===== config.mk =====
export PLATFORM = sky130hd
export DESIGN_NAME = hit_reducer
export DESIGN_NICKNAME = d
export VERILOG_FILES = /design/src/rtl/rayforge_pkg.sv /design/src/rtl/hit_select.sv /design/src/rtl/hit_reducer.sv
export SDC_FILE = /design/constraint.sdc
export NUM_CORES = 1
export LEC_CHECK = 0
export ABC_AREA = 1
export CORE_MARGIN = 1
export CORE_UTILIZATION = 56
export CTS_CLUSTER_SIZE = 12
export DETAILED_ROUTE_END_ITERATION = 10
export PLACE_DENSITY = 0.87
export SLEW_MARGIN = 20
export SYNTH_ARGS = -nofsm -noshare
export SYNTH_HDL_FRONTEND = slang
export SYNTH_SLANG_ARGS = --single-unit

===== constraint.sdc =====
create_clock -name clk -period 5.4 [get_ports clk]
set_input_delay 1.08 -clock clk [delete_from_list [all_inputs] [get_ports clk]]
set_output_delay 1.08 -clock clk [all_outputs]
set_load 0.05 [all_outputs]

===== src/rtl/rayforge_pkg.sv =====
// Shared types for the ray-hit reduction path.
// Provides the per-object hit record, default widths and the "no object" index.
package rayforge_pkg;

  localparam int unsigned T_W   = 12;
  localparam int unsigned IDX_W = 8;

  localparam logic [IDX_W-1:0] IDX_NONE = 8'hFF;

  // One object's intersection record; hit doubles as "record is valid".
  typedef struct packed {
    logic                    hit;
    logic [IDX_W-1:0]        idx;
    logic signed [T_W-1:0]   t;
    logic [7:0]              r;
    logic [7:0]              g;
    logic [7:0]              b;
    logic signed [T_W-1:0]   refl;
  } hit_rec_t;

endpackage


===== src/rtl/hit_select.sv =====
// Combinational nearest-hit merge.
// Ports: best     - currently held record (hit=0 means empty)
//        cand     - incoming candidate (hit=0 means no intersection / no beat)
//        t_min    - smallest accepted distance (self-intersection guard)
//        merged_c - candidate if it qualifies and is strictly nearer, else best
module hit_select
  import rayforge_pkg::*;
(
  input  hit_rec_t                best,
  input  hit_rec_t                cand,
  input  logic signed [T_W-1:0]   t_min,
  output hit_rec_t                merged_c
);

  logic qual_c;
  logic take_c;

  // Strictly-less keeps the earlier object on equal distance.
  assign qual_c   = cand.hit && ($signed(cand.t) >= t_min);
  assign take_c   = qual_c && (!best.hit || ($signed(cand.t) < $signed(best.t)));
  assign merged_c = take_c ? cand : best;

endmodule


===== src/rtl/hit_reducer.sv =====
// Per-pixel nearest-hit reducer.
// Consumes one candidate beat per object, tracks the nearest qualifying hit
// and publishes one result per pixel (on the in_last beat) via ready/valid.
// Ports: clk, rst_n (async, active-low)
//        in_valid/in_last/in_idx/in_hit/in_t/in_color*/in_refl - candidate stream
//        res_valid/res_ready - result handshake
//        res_hit/res_idx/res_t/res_color*/res_refl/res_count - result payload
//        overrun - sticky dropped-result flag, cleared by clr_err
module hit_reducer
  import rayforge_pkg::*;
#(
  parameter logic signed [T_W-1:0] T_MIN = 12'sd1,
  parameter logic [7:0]            BG_R  = 8'd0,
  parameter logic [7:0]            BG_G  = 8'd0,
  parameter logic [7:0]            BG_B  = 8'd32
) (
  input  logic                    clk,
  input  logic                    rst_n,
  input  logic                    in_valid,
  input  logic                    in_last,
  input  logic [IDX_W-1:0]        in_idx,
  input  logic                    in_hit,
  input  logic signed [T_W-1:0]   in_t,
  input  logic [7:0]              in_colorR,
  input  logic [7:0]              in_colorG,
  input  logic [7:0]              in_colorB,
  input  logic signed [T_W-1:0]   in_refl,
  output logic                    res_valid,
  input  logic                    res_ready,
  output logic                    res_hit,
  output logic [IDX_W-1:0]        res_idx,
  output logic signed [T_W-1:0]   res_t,
  output logic [7:0]              res_colorR,
  output logic [7:0]              res_colorG,
  output logic [7:0]              res_colorB,
  output logic signed [T_W-1:0]   res_refl,
  output logic [IDX_W-1:0]        res_count,
  output logic                    overrun,
  input  logic                    clr_err
);

  // Empty accumulator already holds the no-hit result, so a pixel with no
  // qualifying candidate publishes it without extra muxing.
  localparam hit_rec_t BEST_EMPTY = '{hit: 1'b0, idx: IDX_NONE, t: '0,
                                      r: BG_R, g: BG_G, b: BG_B, refl: '0};
  localparam hit_rec_t RES_RST    = '{hit: 1'b0, idx: IDX_NONE, t: '0,
                                      r: 8'd0, g: 8'd0, b: 8'd0, refl: '0};

  hit_rec_t         best_q, best_d;
  logic [IDX_W-1:0] count_q, count_d;
  hit_rec_t         res_q, res_d;
  logic [IDX_W-1:0] res_count_q, res_count_d;
  logic             res_valid_q, res_valid_d;
  logic             overrun_q, overrun_d;

  hit_rec_t         cand_c;
  hit_rec_t         merged_c;
  logic [IDX_W-1:0] count_inc_c;
  logic             load_ok_c;
  logic             overrun_set_c;

  // Candidate record; hit is gated by in_valid so idle cycles never qualify.
  always_comb begin
    cand_c      = RES_RST;
    cand_c.hit  = in_valid && in_hit;
    cand_c.idx  = in_idx;
    cand_c.t    = in_t;
    cand_c.r    = in_colorR;
    cand_c.g    = in_colorG;
    cand_c.b    = in_colorB;
    cand_c.refl = in_refl;
  end

  // Shared merge for both running accumulation and the final last-beat result.
  hit_select u_hit_select (
    .best     (best_q),
    .cand     (cand_c),
    .t_min    (T_MIN),
    .merged_c (merged_c)
  );

  assign count_inc_c = (&count_q) ? count_q : count_q + IDX_W'(1);
  assign load_ok_c   = !res_valid_q || res_ready;

  // Accumulate, publish on last beat, handle drain and overrun.
  always_comb begin
    best_d        = best_q;
    count_d       = count_q;
    res_d         = res_q;
    res_count_d   = res_count_q;
    res_valid_d   = res_valid_q;
    overrun_set_c = 1'b0;

    if (res_valid_q && res_ready) begin
      res_valid_d = 1'b0;
    end

    if (in_valid) begin
      best_d  = merged_c;
      count_d = count_inc_c;
      if (in_last) begin
        best_d  = BEST_EMPTY;
        count_d = '0;
        if (load_ok_c) begin
          res_d       = merged_c;
          res_count_d = count_inc_c;
          res_valid_d = 1'b1;
        end else begin
          overrun_set_c = 1'b1;
        end
      end
    end

    // Set beats clear when both happen together.
    if (overrun_set_c) begin
      overrun_d = 1'b1;
    end else if (clr_err) begin
      overrun_d = 1'b0;
    end else begin
      overrun_d = overrun_q;
    end
  end

  always_ff @(posedge clk or negedge rst_n) begin
    if (!rst_n) begin
      best_q      <= BEST_EMPTY;
      count_q     <= '0;
      res_q       <= RES_RST;
      res_count_q <= '0;
      res_valid_q <= 1'b0;
      overrun_q   <= 1'b0;
    end else begin
      best_q      <= best_d;
      count_q     <= count_d;
      res_q       <= res_d;
      res_count_q <= res_count_d;
      res_valid_q <= res_valid_d;
      overrun_q   <= overrun_d;
    end
  end

  assign res_valid  = res_valid_q;
  assign res_hit    = res_q.hit;
  assign res_idx    = res_q.idx;
  assign res_t      = res_q.t;
  assign res_colorR = res_q.r;
  assign res_colorG = res_q.g;
  assign res_colorB = res_q.b;
  assign res_refl   = res_q.refl;
  assign res_count  = res_count_q;
  assign overrun    = overrun_q;

endmodule


# [Word-level counts from Yosys, hierarchy flattened]
# Cells that the tools add are included.
[op_classes] add_sub_neg=1 n_mul=0 n_div=0 order_cmp=2 eq_ne=0 n_shift=0 mux=13 n_bitwise=0 n_reduce_logical=11
[ops] operator="2-to-1 mux 57 bit" count=2
[ops] operator="2-to-1 mux 8 bit" count=2
[ops] operator=">= comparator 12 x 2 -> 1 bit, second input constant" count=1
[ops] operator="less-than comparator 12 bit" count=1
[ops] operator="2-to-1 mux 1 bit" count=9
[ops] operator="adder 8 x 1 -> 8 bit, second input constant" count=1
[ops] operator="AND reduction 8 bit" count=1
[ops] operator="logical AND 1 bit" count=4
[ops] operator="AND reduction 3 bit" count=1
[ops] operator="logical NOT 1 bit" count=2
[ops] operator="logical OR 1 bit" count=2
[ops] operator="nonzero test 2 bit" count=1
[totals] reg_bits=132 latchBits=0 ramBits=0 rom_bits=0 wordCells=45 mem_count=0

# [Longest topological paths before layout]
# Gate-level depths: netlist of the first run.
[depth] word_depth=6 mapped_depth=16 mapped_depth_nobuf=15

# [Modules after synthesis]
# A second synthesis of the first run with hierarchy kept.
[hier_totals] hier_cells=865 hier_area_um2=6887.9
[modules_own_cells] mod="hit_reducer" n_inst=1 cells_per_inst=549 area_each_um2=5250.0 seq_area_each_um2=3324.4
[modules_own_cells] mod="hit_select" n_inst=1 cells_per_inst=316 area_each_um2=1637.8 seq_area_each_um2=0.0

# [Least setup slack after synthesis of the first run]
# No wires, ideal clock.
[synth_timing] path_kind="input -> register" from="input port in_t[11]" to="register best_q[3] (netlist bit)" arrival_time_ps=2477 slack_ps=2790 stages=15 n_path_buf=2 cell_sequence="ha_1 > nand2_1 > inv_1 > nand2_1 > nand2_1 > a21oi_1 > nand2_1 > nand2_1 > nand3_2 > nand2_1 > buf_6 > buf_6 > nand2_1 > nand3_1 > o21ai_0"
[synth_between] elab_chain_len=5 elab_cells_between_ends=7
[synth_lines] item="start: declaration" line="hit_reducer.sv:23" source="input logic signed [T_W-1:0] in_t,"
[synth_lines] item=">= comparator 12 x 2 -> 1 bit or less-than comparator 12 bit (tied branches)" line="hit_select.sv:19, hit_select.sv:20"
[synth_lines] item="logical AND 1 bit or logical OR 1 bit (tied branches)" line="hit_select.sv:19, hit_select.sv:20"
[synth_lines] item="logical AND 1 bit *" line="hit_select.sv:20" source="assign take_c = qual_c && (!best.hit || ($signed(cand.t) < $signed(best.t)));"
[synth_lines] item="2-to-1 mux 57 bit *" line="hit_select.sv:21" source="assign merged_c = take_c ? cand : best;"
[synth_lines] item="2-to-1 mux 57 bit *" line="hit_reducer.sv:101" source="if (in_last) begin"
[synth_lines] item="end signal: assignment" line="hit_reducer.sv:133" source="best_q <= best_d;"
[synth_lines] item="end: declaration" line="hit_reducer.sv:49" source="hit_rec_t best_q, best_d;"
# Every way passes the cells marked *; elsewhere a longest branch is shown, timed or not.
# A chain may end at the register's enable or synchronous reset.

# [Final worst setup path of the first run]
[layout_timing] from="input port in_valid" to="register res_q (netlist bit res_colorB[5])"
[layout_between] elab_chain_len=4 elab_cells_between_ends=5
[layout_lines] item="start: declaration" line="hit_reducer.sv:19" source="input logic in_valid,"
[layout_lines] item="logical AND 1 bit" line="hit_reducer.sv:65" source="cand_c.hit = in_valid && in_hit;"
[layout_lines] item="logical AND 1 bit" line="hit_select.sv:19" source="assign qual_c = cand.hit && ($signed(cand.t) >= t_min);"
[layout_lines] item="logical AND 1 bit" line="hit_select.sv:20"
[layout_lines] item="2-to-1 mux 57 bit" line="hit_select.sv:21"
[layout_lines] item="end signal: assignment" line="hit_reducer.sv:135" source="res_q <= res_d;"
[layout_lines] item="end: declaration" line="hit_reducer.sv:51" source="hit_rec_t res_q, res_d;"
# Several ways; a longest one is shown, not always the timed one.

==> results of run 1 <==
==> worst min-delay path, cell delays in order (launching register included) <==
cell and delay [ps]:
dfstp_2 370, nand2_1 50, nand2_1 50
==> Yosys cell counts (all sizes together) <==
cell type and number:
nand2 244, nand3 160, inv 130, dfrtp 115, o21ai 59, buf 28, dfstp 17, clkbuf 16
ha 12, nor2 10, a21oi 8, o22ai 7, or2 6, nor3 3, xor2 3, nor4 2
a31oi 1, clkinv 1, nand4 1, o211a 1
==> sequential cells by signal, indices dropped and copies added, names as in the netlist <==
register	cells
res_valid	1
res_colorB	8
res_count	8
overrun	1
best_q	57
res_colorR	8
res_colorG	8
count_q	8
res_idx	8
res_refl	12
res_t	12
res_hit	1
==> stage by stage <==
stage | total power, mW | utilization, % | hold slack, ps | instance area, sq um
finish | 3.133 | 75.99 | 469.8 | 8382
global route | 3.255 | 75.99 | 484.8 | 8382
CTS | 3.140 | 75.99 | 468.0 | 8382
detailed placement | 1.953 | 70.45 | 458.0 | 7771
global placement | 1.938 | 70.43 | 458.8 | 7769
floorplan | 1.668 | - | 489.2 | 6474
==> power by group <==
part / leakage, nW / switching, mW / total, mW / internal, mW
combinational: 2.27 / 0.518 / 0.772 / 0.253
sequential: 1.72 / 0.0627 / 1.18 / 1.11
clock: 0.292 / 0.434 / 1.18 / 0.751
==> layout make-up <==
class | instances | area (sq um)
fill | 811 | 2649
clock buffer | 20 | 456.7
sequential | 132 | 3324
inverter | 131 | 494.2
timing repair buffer | 135 | 1333
clock inverter | 12 | 153.9
multi-input combinational | 517 | 2445
tap | 140 | 175.2
==> per-layer routing <==
layer  vias to the layer above  wire (um)
li1                       2818          -
met2                       255       7932
met4                         0        301
met5                         -          0
met3                        27       1113
met1                      2814       6933
==> worst paths after layout <==
check,depth (start not counted),to,from
worst min register to register,2,res_idx[6],res_idx[6]
max in group asynchronous,2,res_idx[5],rst_n
worst max register to register,14,best_q[31],best_q[47]
min in group asynchronous,1,best_q[39],rst_n
worst min-delay path,2,res_idx[6],res_idx[6]
worst max-delay path,12,res_colorB[5],in_valid
==> cell families after synthesis <==
| logic type | Yosys count |
|---|---|
| xor gates and xnor gates | 3 |
| AOI/OAI and AO/OA | 76 |
| buffers and inverters | 175 |
| and+or+nand+nor | 426 |
| adders and majority gates | 12 |
| DFF | 132 |
==> impl_metrics.tcl, run 1 <==
set metrics [dict create \
    synthMuxAreaShare_pct 0 \
    drt_first_pass_iters 9 \
    synth.avg_cell_area_sq_um 7.856 \
    postRouteAntennaNets 0 \
    yosys-top-cells-area "dfrtp_1 (44%), nand2_1 (14%), nand3_1 (12%), inv_1 (7.5%), dfstp_2 (6.9%)" \
    ys_types 28 \
    drc 0 \
    dpl.hpwl_mm 9.591 \
    ys_seq_area_share_pct 51.35 \
    coreArea_sq_um 11030 \
    stdcell_count 1087 \
    num_antenna_cells 0 \
    wl_per_cell_um 14.98 \
    crit_chain "buf_2 -> buf_4 -> inv_2 -> nor2_1 -> nand2_1 -> a31oi_4 -> buf_4 -> nand2_2 -> nand2_1 -> nand2_1 -> nand2_1 -> nand2_1" \
    routed_via_density 5.441 \
    critical_path_buf_inv_count 4 \
    initialDrtViolationCount 437 \
    cp_data_required_time_ps 5700 \
    critPathKind "in2reg" \
    grt_max_degree 87 \
    overflow 0 \
    synth_top_area_cell "dfrtp_1" \
    synth_seq_cells 132 \
    holdCritPathClass "reg2reg" \
    syn_to_final_growth_pct 29.47 \
    cts_setup_buffers 0 \
    period_needed_ps 3855 \
    synth_top_area_share_pct 44.45 \
    slew_headroom_pct 26.26 \
    synth_top_family_by_area "simple AND/OR/NAND/NOR gates" \
    grt_pass1_vias 5709 \
    num_vias 5914 \
    syn_area_sq_um 6474 \
    io_pins 130 \
    routed_wl_mm 16.28 \
    setup_viol 0 \
    crit_path_start_kind "primary input" \
    numCtsBuffers 17 \
    max_stage_delay_ps 790 \
    cts_tree "yes" \
    cts.sinks 132 \
    cts.clk_slew.worst_paths_ps 60 \
    crit_slowest_cell "nand2_2" \
    finClkSkew_ps 17.60 \
    p_leak_nw 4.273 \
    fmax_mhz 259.4 \
    die-area_sq_um 11990 \
    rows 38 \
    powerDensity_nw_per_um2 373.7 \
    clockBufferDepth 2 \
    slew_violations 0 \
    synth_nets 899 \
    grt_pass1_wl_mm 26.59 \
    synth_adder_area_share_pct 2.319 \
    final_common_cell "nand2_1" \
    met1_usage_pct 37.82 \
    timing.reg2reg.setup_slack_ps 2590 \
    place_inst 1055 \
    grt.busiest_layer "met2" \
    cts_htree_levels 4 \
    syn_inst 824 \
    synth_compound_area_share_pct 6.204 \
    fin_setup_tns_ps 0 \
    ir_worst_vdd_uv 236.0 \
    dieWidth_um 109.5 \
    use_met2_pct 47.21 \
    cts-resized-gates 0 \
    cts-hold-fix-buffers 0 \
    start_util_pct 58.69 \
    layout_setup_ws_ps 1545 \
    antenna_found_initial 0 \
    outcome "complete, no violations" \
    track_usage_pct 28.78 \
    cp_max_fo 59 \
    synthSimpleGateAreaFrac_pct 28.43 \
    max_cap_viol_count 0 \
    cts-root-buf "clkbuf_16" \
    crit_top_cell "nand2_1" \
    dp_slack_ps 1228 \
    final_cell_mix "nand2_1 (243), nand3_1 (159), inv_1 (128)" \
    synth-xor-area-share_pct 0.4059 \
    worst_slew_pin_slew_ps 1102 \
    cp-end-kind "register" \
    clk_latency_ps 420 \
    cp.arrival_ps 4150 \
    port_buffers 129 \
    dieHeight_um 109.5 \
    synth_warnings 0 \
    finalHoldViolations 0 \
    drive_gt1_share_pct 7.497 \
    fin_nets 1009 \
    globalplace.congestion 0.8084 \
    grtUsageMet3_pct 5.987 \
    critPathTopFamily "simple AND/OR/NAND/NOR gates" \
    post-route-period-util_pct 71.39 \
    rsz0062_at_grt "false" \
]
No activity file was read; power rests on OpenSTA's default activity.
==> run 2, diff against run 1 <==
--- a/config.mk
+++ b/config.mk
@@ -7,10 +7,10 @@
 export LEC_CHECK = 0
 export ABC_AREA = 1
 export CORE_MARGIN = 1
-export CORE_UTILIZATION = 56
+export CORE_UTILIZATION = 52
 export CTS_CLUSTER_SIZE = 12
 export DETAILED_ROUTE_END_ITERATION = 10
-export PLACE_DENSITY = 0.87
+export PLACE_DENSITY = 0.82
 export SLEW_MARGIN = 20
 export SYNTH_ARGS = -nofsm -noshare
 export SYNTH_HDL_FRONTEND = slang
==> constraint.sdc (replaced) <==
create_clock -name clk -period 3.6 [get_ports clk]
set_input_delay 0.72 -clock clk [delete_from_list [all_inputs] [get_ports clk]]
set_output_delay 0.72 -clock clk [all_outputs]
set_load 0.05 [all_outputs]
==> run 2 against run 1 <==
Against the previous run:
- clock skew decreased by 7.4 ps
- cell count increased by 3.0%
- via count decreased by 3.0%
- clock power increased by 41%
- non-clock buffer count increased by 6
- hold slack got worse by 17 ps
- clock-buffer cell count increased by 2
- critical path depth increased by 3
- final area increased by 0.76%
==> impl_metrics.tcl, run 2 (synthesis results as in run 1) <==
set metrics [dict create \
    critical_path_buf_inv_count 2 \
    rsz0062_at_grt "false" \
    crit_path_start_kind "primary input" \
    final_cell_mix "nand2_1 (243), nand3_1 (159), inv_1 (128)" \
    powerDensity_nw_per_um2 541.8 \
    grt_pass1_vias 5418 \
    fin_nets 1015 \
    fin_setup_tns_ps 0 \
    overflow 0 \
    cp_max_fo 21 \
    crit_slowest_cell "clkdlybuf4s50_1" \
    period_needed_ps 2828 \
    worstSetupStartpoint "in_t[9]" \
    largest_reg_flops 57 \
    largest_register "best_q" \
    fin_hold_ws_ps 453.2 \
    clockBufferDepth 2 \
    post-route-period-util_pct 78.56 \
    outcome "complete, no violations" \
    dieHeight_um 113.6 \
    finClkSkew_ps 10.24 \
    fin_area_sq_um 8446 \
    slew_headroom_pct 39.29 \
    crit_chain "clkdlybuf4s50_1 -> ha_1 -> nand2_1 -> nand2_1 -> nand2_1 -> nand2_1 -> a21oi_1 -> nand2_1 -> nand2_1 -> nand3_2 -> nand2_2 -> buf_4 -> nand2_1 -> nand3_1 -> o21ai_0" \
    cp_data_required_time_ps 3860 \
    drive_gt1_share_pct 7.773 \
    finalHoldViolations 0 \
    antenna_found_initial 0 \
    grt_pass1_wl_mm 25.71 \
    num_vias 5737 \
    wl_per_cell_um 13.91 \
    cts_htree_levels 4 \
    coreArea_sq_um 12060 \
    cts.sinks 132 \
    crit_top_cell "nand2_1" \
    cts-root-buf "clkbuf_16" \
    max_stage_delay_ps 480 \
    final_common_cell "nand2_1" \
    clk_latency_ps 420 \
    globalplace.congestion 0.8073 \
    critPathKind "in2reg" \
    slew_violations 0 \
    max_cap_viol_count 0 \
    critPathTopFamily "simple AND/OR/NAND/NOR gates" \
    routed_wl_mm 15.58 \
    nFillCells 943 \
    cts.clk_slew.worst_paths_ps 50 \
    setup_viol 0 \
    cts-resized-gates 0 \
    port_buffers 129 \
    die-area_sq_um 12900 \
    postRouteAntennaNets 0 \
    dieWidth_um 113.6 \
    syn_to_final_growth_pct 30.46 \
    io_pins 130 \
    ir_worst_vdd_uv 333.1 \
    total_power_mw 4.575 \
    post_dp_cell_area_sq_um 7874 \
    fmax_mhz 353.6 \
    numCtsBuffers 17 \
    drc 0 \
    cts_setup_buffers 0 \
    grt_max_degree 119 \
    track_usage_pct 25.40 \
    routed_via_density 5.122 \
    start_util_pct 53.67 \
    cts_tree "yes" \
    rows 40 \
    dpl.hpwl_mm 9.727 \
    r2r_start "best_q[47]" \
    num_antenna_cells 0 \
    cts-hold-fix-buffers 0 \
    initialDrtViolationCount 335 \
    cp-end-kind "register" \
    holdCritPathClass "in2async" \
    p_leak_nw 4.298 \
    worst_slew_pin_slew_ps 910.7 \
    drt_first_pass_iters 5 \
    cp.arrival_ps 3090 \
]
==> run 2: final timing paths <==
path | endpoint | slack [ps] | cells past startpoint
min in group clk | res_idx[0] | 470 | 2
setup / recovery | best_q[40] | 770 | 15
max in group asynchronous | res_colorR[2] | 2360 | 2
hold reg to reg | res_idx[0] | 470 | 2
setup reg to reg | best_q[40] | 1150 | 14
hold / removal | res_count[7] | 450 | 1
==> run 2: area by class of cell <==
cell class	count	area [sq um]	share of cell area (%)
clock buffer	22	464.2	5.496
clock inverter	9	105.1	1.244
inverter	131	491.7	5.822
multi-input combinational	517	2445	28.95
sequential	132	3324	39.36
tap	168	210.2	2.489
timing repair buffer	141	1405	16.64
==> run 2: metal layers <==
| layer | global-route usage [%] | part of all wire, % | up-vias |
|---|---|---|---|
| li1 | - | - | 2827 |
| met1 | 35.11 | 46 | 2673 |
| met2 | 39.63 | 46 | 217 |
| met3 | 4.516 | 6.4 | 20 |
| met4 | 10.88 | 1.8 | 0 |
| met5 | 0 | 0 | - |
==> run 2: stage by stage <==
step	utilization (%)	instances	setup slack, ps
6_report	70.02	1120	772.0
5_1_grt	70.02	1120	596.6
4_1_cts	70.00	1120	781.1
3_5_place_dp	65.28	1089	393.9
3_3_place_gp	65.28	1089	509.1
2_1_floorplan	-	824	1350
==> run 2: power breakdown <==
part	switching, mW	total (mW)	internal (mW)
Sequential	0.0863	1.76	1.67
Combinational	0.771	1.16	0.386
Clock	0.614	1.66	1.05
==> run 3, diff against run 2 <==
==> constraint.sdc (replaced) <==
create_clock -name clk -period 2.8 [get_ports clk]
set_input_delay 0.56 -clock clk [delete_from_list [all_inputs] [get_ports clk]]
set_output_delay 0.56 -clock clk [all_outputs]
set_load 0.05 [all_outputs]
==> run 3 against run 2 <==
Against the previous run:
- sequential share of layout area fell by 0.38 points
- hold slack got worse by 310 ps
- first-iteration DRC count rose by 10%
- highest routed layer unchanged
- critical path type unchanged
- clock power rose by 22%
==> impl_metrics.tcl, run 3 (synthesis results as in run 1) <==
set metrics [dict create \
    syn_to_final_growth_pct 31.74 \
    track_usage_pct 26.51 \
    wl_per_cell_um 13.94 \
    initialDrtViolationCount 369 \
    drt_first_pass_iters 5 \
    cts_htree_levels 4 \
    postRouteAntennaNets 0 \
    drive_gt1_share_pct 8.912 \
    dpl.hpwl_mm 10.36 \
    worst_slew_pin_slew_ps 618.4 \
    crit_path_start_kind "primary input" \
    final_common_cell "nand2_1" \
    post-route-period-util_pct 90.66 \
    num_vias 5807 \
    dp_slack_ps -160.7 \
    cts-hold-fix-buffers 0 \
    slew_headroom_pct 58.78 \
    globalplace.congestion 0.8169 \
    grt_max_degree 69 \
    cp_data_required_time_ps 3070 \
    setup_viol 0 \
    grt_pass1_wl_mm 26.60 \
    overflow 0 \
    nFillCells 923 \
    max_cap_viol_count 0 \
    r2r_cells 15 \
    final_cell_mix "nand2_1 (243), nand3_1 (159), inv_1 (128)" \
    wl_met1_mm 7.096 \
    fmax_mhz 394.0 \
    routed_via_density 5.125 \
    finClkSkew_ps 11.86 \
    num_antenna_cells 0 \
    dieWidth_um 113.6 \
    total_power_mw 5.798 \
    antenna_found_initial 0 \
    cts.clk_slew.worst_paths_ps 60 \
    dieHeight_um 113.6 \
    fin_nets 1027 \
    outcome "complete, no violations" \
    p_leak_nw 4.356 \
    period_needed_ps 2538 \
    holdCritPathClass "in2async" \
    powerDensity_nw_per_um2 679.9 \
    start_util_pct 53.67 \
    layout_setup_ws_ps 261.6 \
    largest_reg_flops 57 \
    die-area_sq_um 12900 \
    cp_max_fo 23 \
    numCtsBuffers 17 \
    cts-resized-gates 0 \
    wl_met2_mm 7.423 \
    ir_worst_vdd_uv 406.8 \
    coreArea_sq_um 12060 \
    clockBufferDepth 2 \
    rsz0062_at_grt "false" \
    cts-root-buf "clkbuf_16" \
    slew_violations 0 \
    cts_tree "yes" \
    wl_met3_um 978 \
    largest_register "best_q" \
    cts.sinks 132 \
    clk_latency_ps 420 \
    port_buffers 129 \
    finalHoldViolations 0 \
    grt_pass1_vias 5674 \
    critPathKind "in2reg" \
    cts_setup_buffers 0 \
    drc 0 \
    io_pins 130 \
    cp-end-kind "register" \
    highest-signal-layer "met4" \
    cp.arrival_ps 2810 \
    routed_wl_mm 15.79 \
    rows 40 \
]
==> run 3: cell count changes in the layout (fill, tap and decap cells not counted), moves of 2 or more <==
cell	before	now
buf_4	10	20
buf_12	2	4
clkbuf_8	3	1
clkinv_2	4	6
==> run 3: metal layers <==
metal / track usage (%) / vias up
li1: - / 2863
met1: 34.75 / 2724
met2: 42.56 / 195
met3: 6.323 / 25
met4: 10.70 / 0
met5: 0 / -
==> run 3: final cells by class <==
class / instances / area (sq um) / area share, %
Clock buffer: 22 / 454.2 / 5.326
Clock inverter: 10 / 85.08 / 0.9977
Inverter: 131 / 491.7 / 5.766
Tap cell: 168 / 210.2 / 2.465
Multi-Input combinational cell: 517 / 2445 / 28.67
Sequential cell: 132 / 3324 / 38.98
Timing Repair Buffer: 153 / 1518 / 17.80
==> run 3: final timing paths <==
| path | from | to | slack, ps |
|---|---|---|---|
| worst max-delay path | in_t[11] | best_q[34] | 260 |
| worst min-delay path | rst_n | count_q[7] | 140 |
| worst max register to register | best_q[47] | best_q[34] | 480 |
| worst min register to register | res_idx[6] | res_idx[6] | 470 |
| max in group asynchronous | rst_n | best_q[48] | 1920 |
| min in group clk | res_idx[6] | res_idx[6] | 470 |
==> run 3: where the power goes <==
group          switching [mW]  internal, mW  total [mW]
clock network           0.799          1.23        2.03
registers               0.113          2.15        2.26
logic                   0.995         0.509        1.50
==> run 3: per-stage QoR <==
stage | cells | hold WS (ps) | TNS [ps] | instance area (sq um) | util, %
after floorplan | 824 | 264.4 | 0 | 6474 | -
after global placement | 1101 | 454.3 | -1398 | 7989 | 66.23
after detailed placement | 1101 | 456.8 | -5033 | 7989 | 66.23
after CTS | 1133 | 160.3 | 0 | 8528 | 70.71
after global routing | 1133 | 187.0 | 0 | 8528 | 70.71
final | 1133 | 142.2 | 0 | 8528 | 70.71
==> run 3: critical path: stages <==
cell	delay, ps
clkdlybuf4s50_1	450
ha_1	340
nand2_1	110
inv_1	50
nand2_1	50
nand2_1	40
a21oi_1	170
nand2_1	80
nand2_1	70
nand3_2	160
nand2_2	150
buf_4	290
nand2_1	120
nand3_1	100
o21ai_0	90
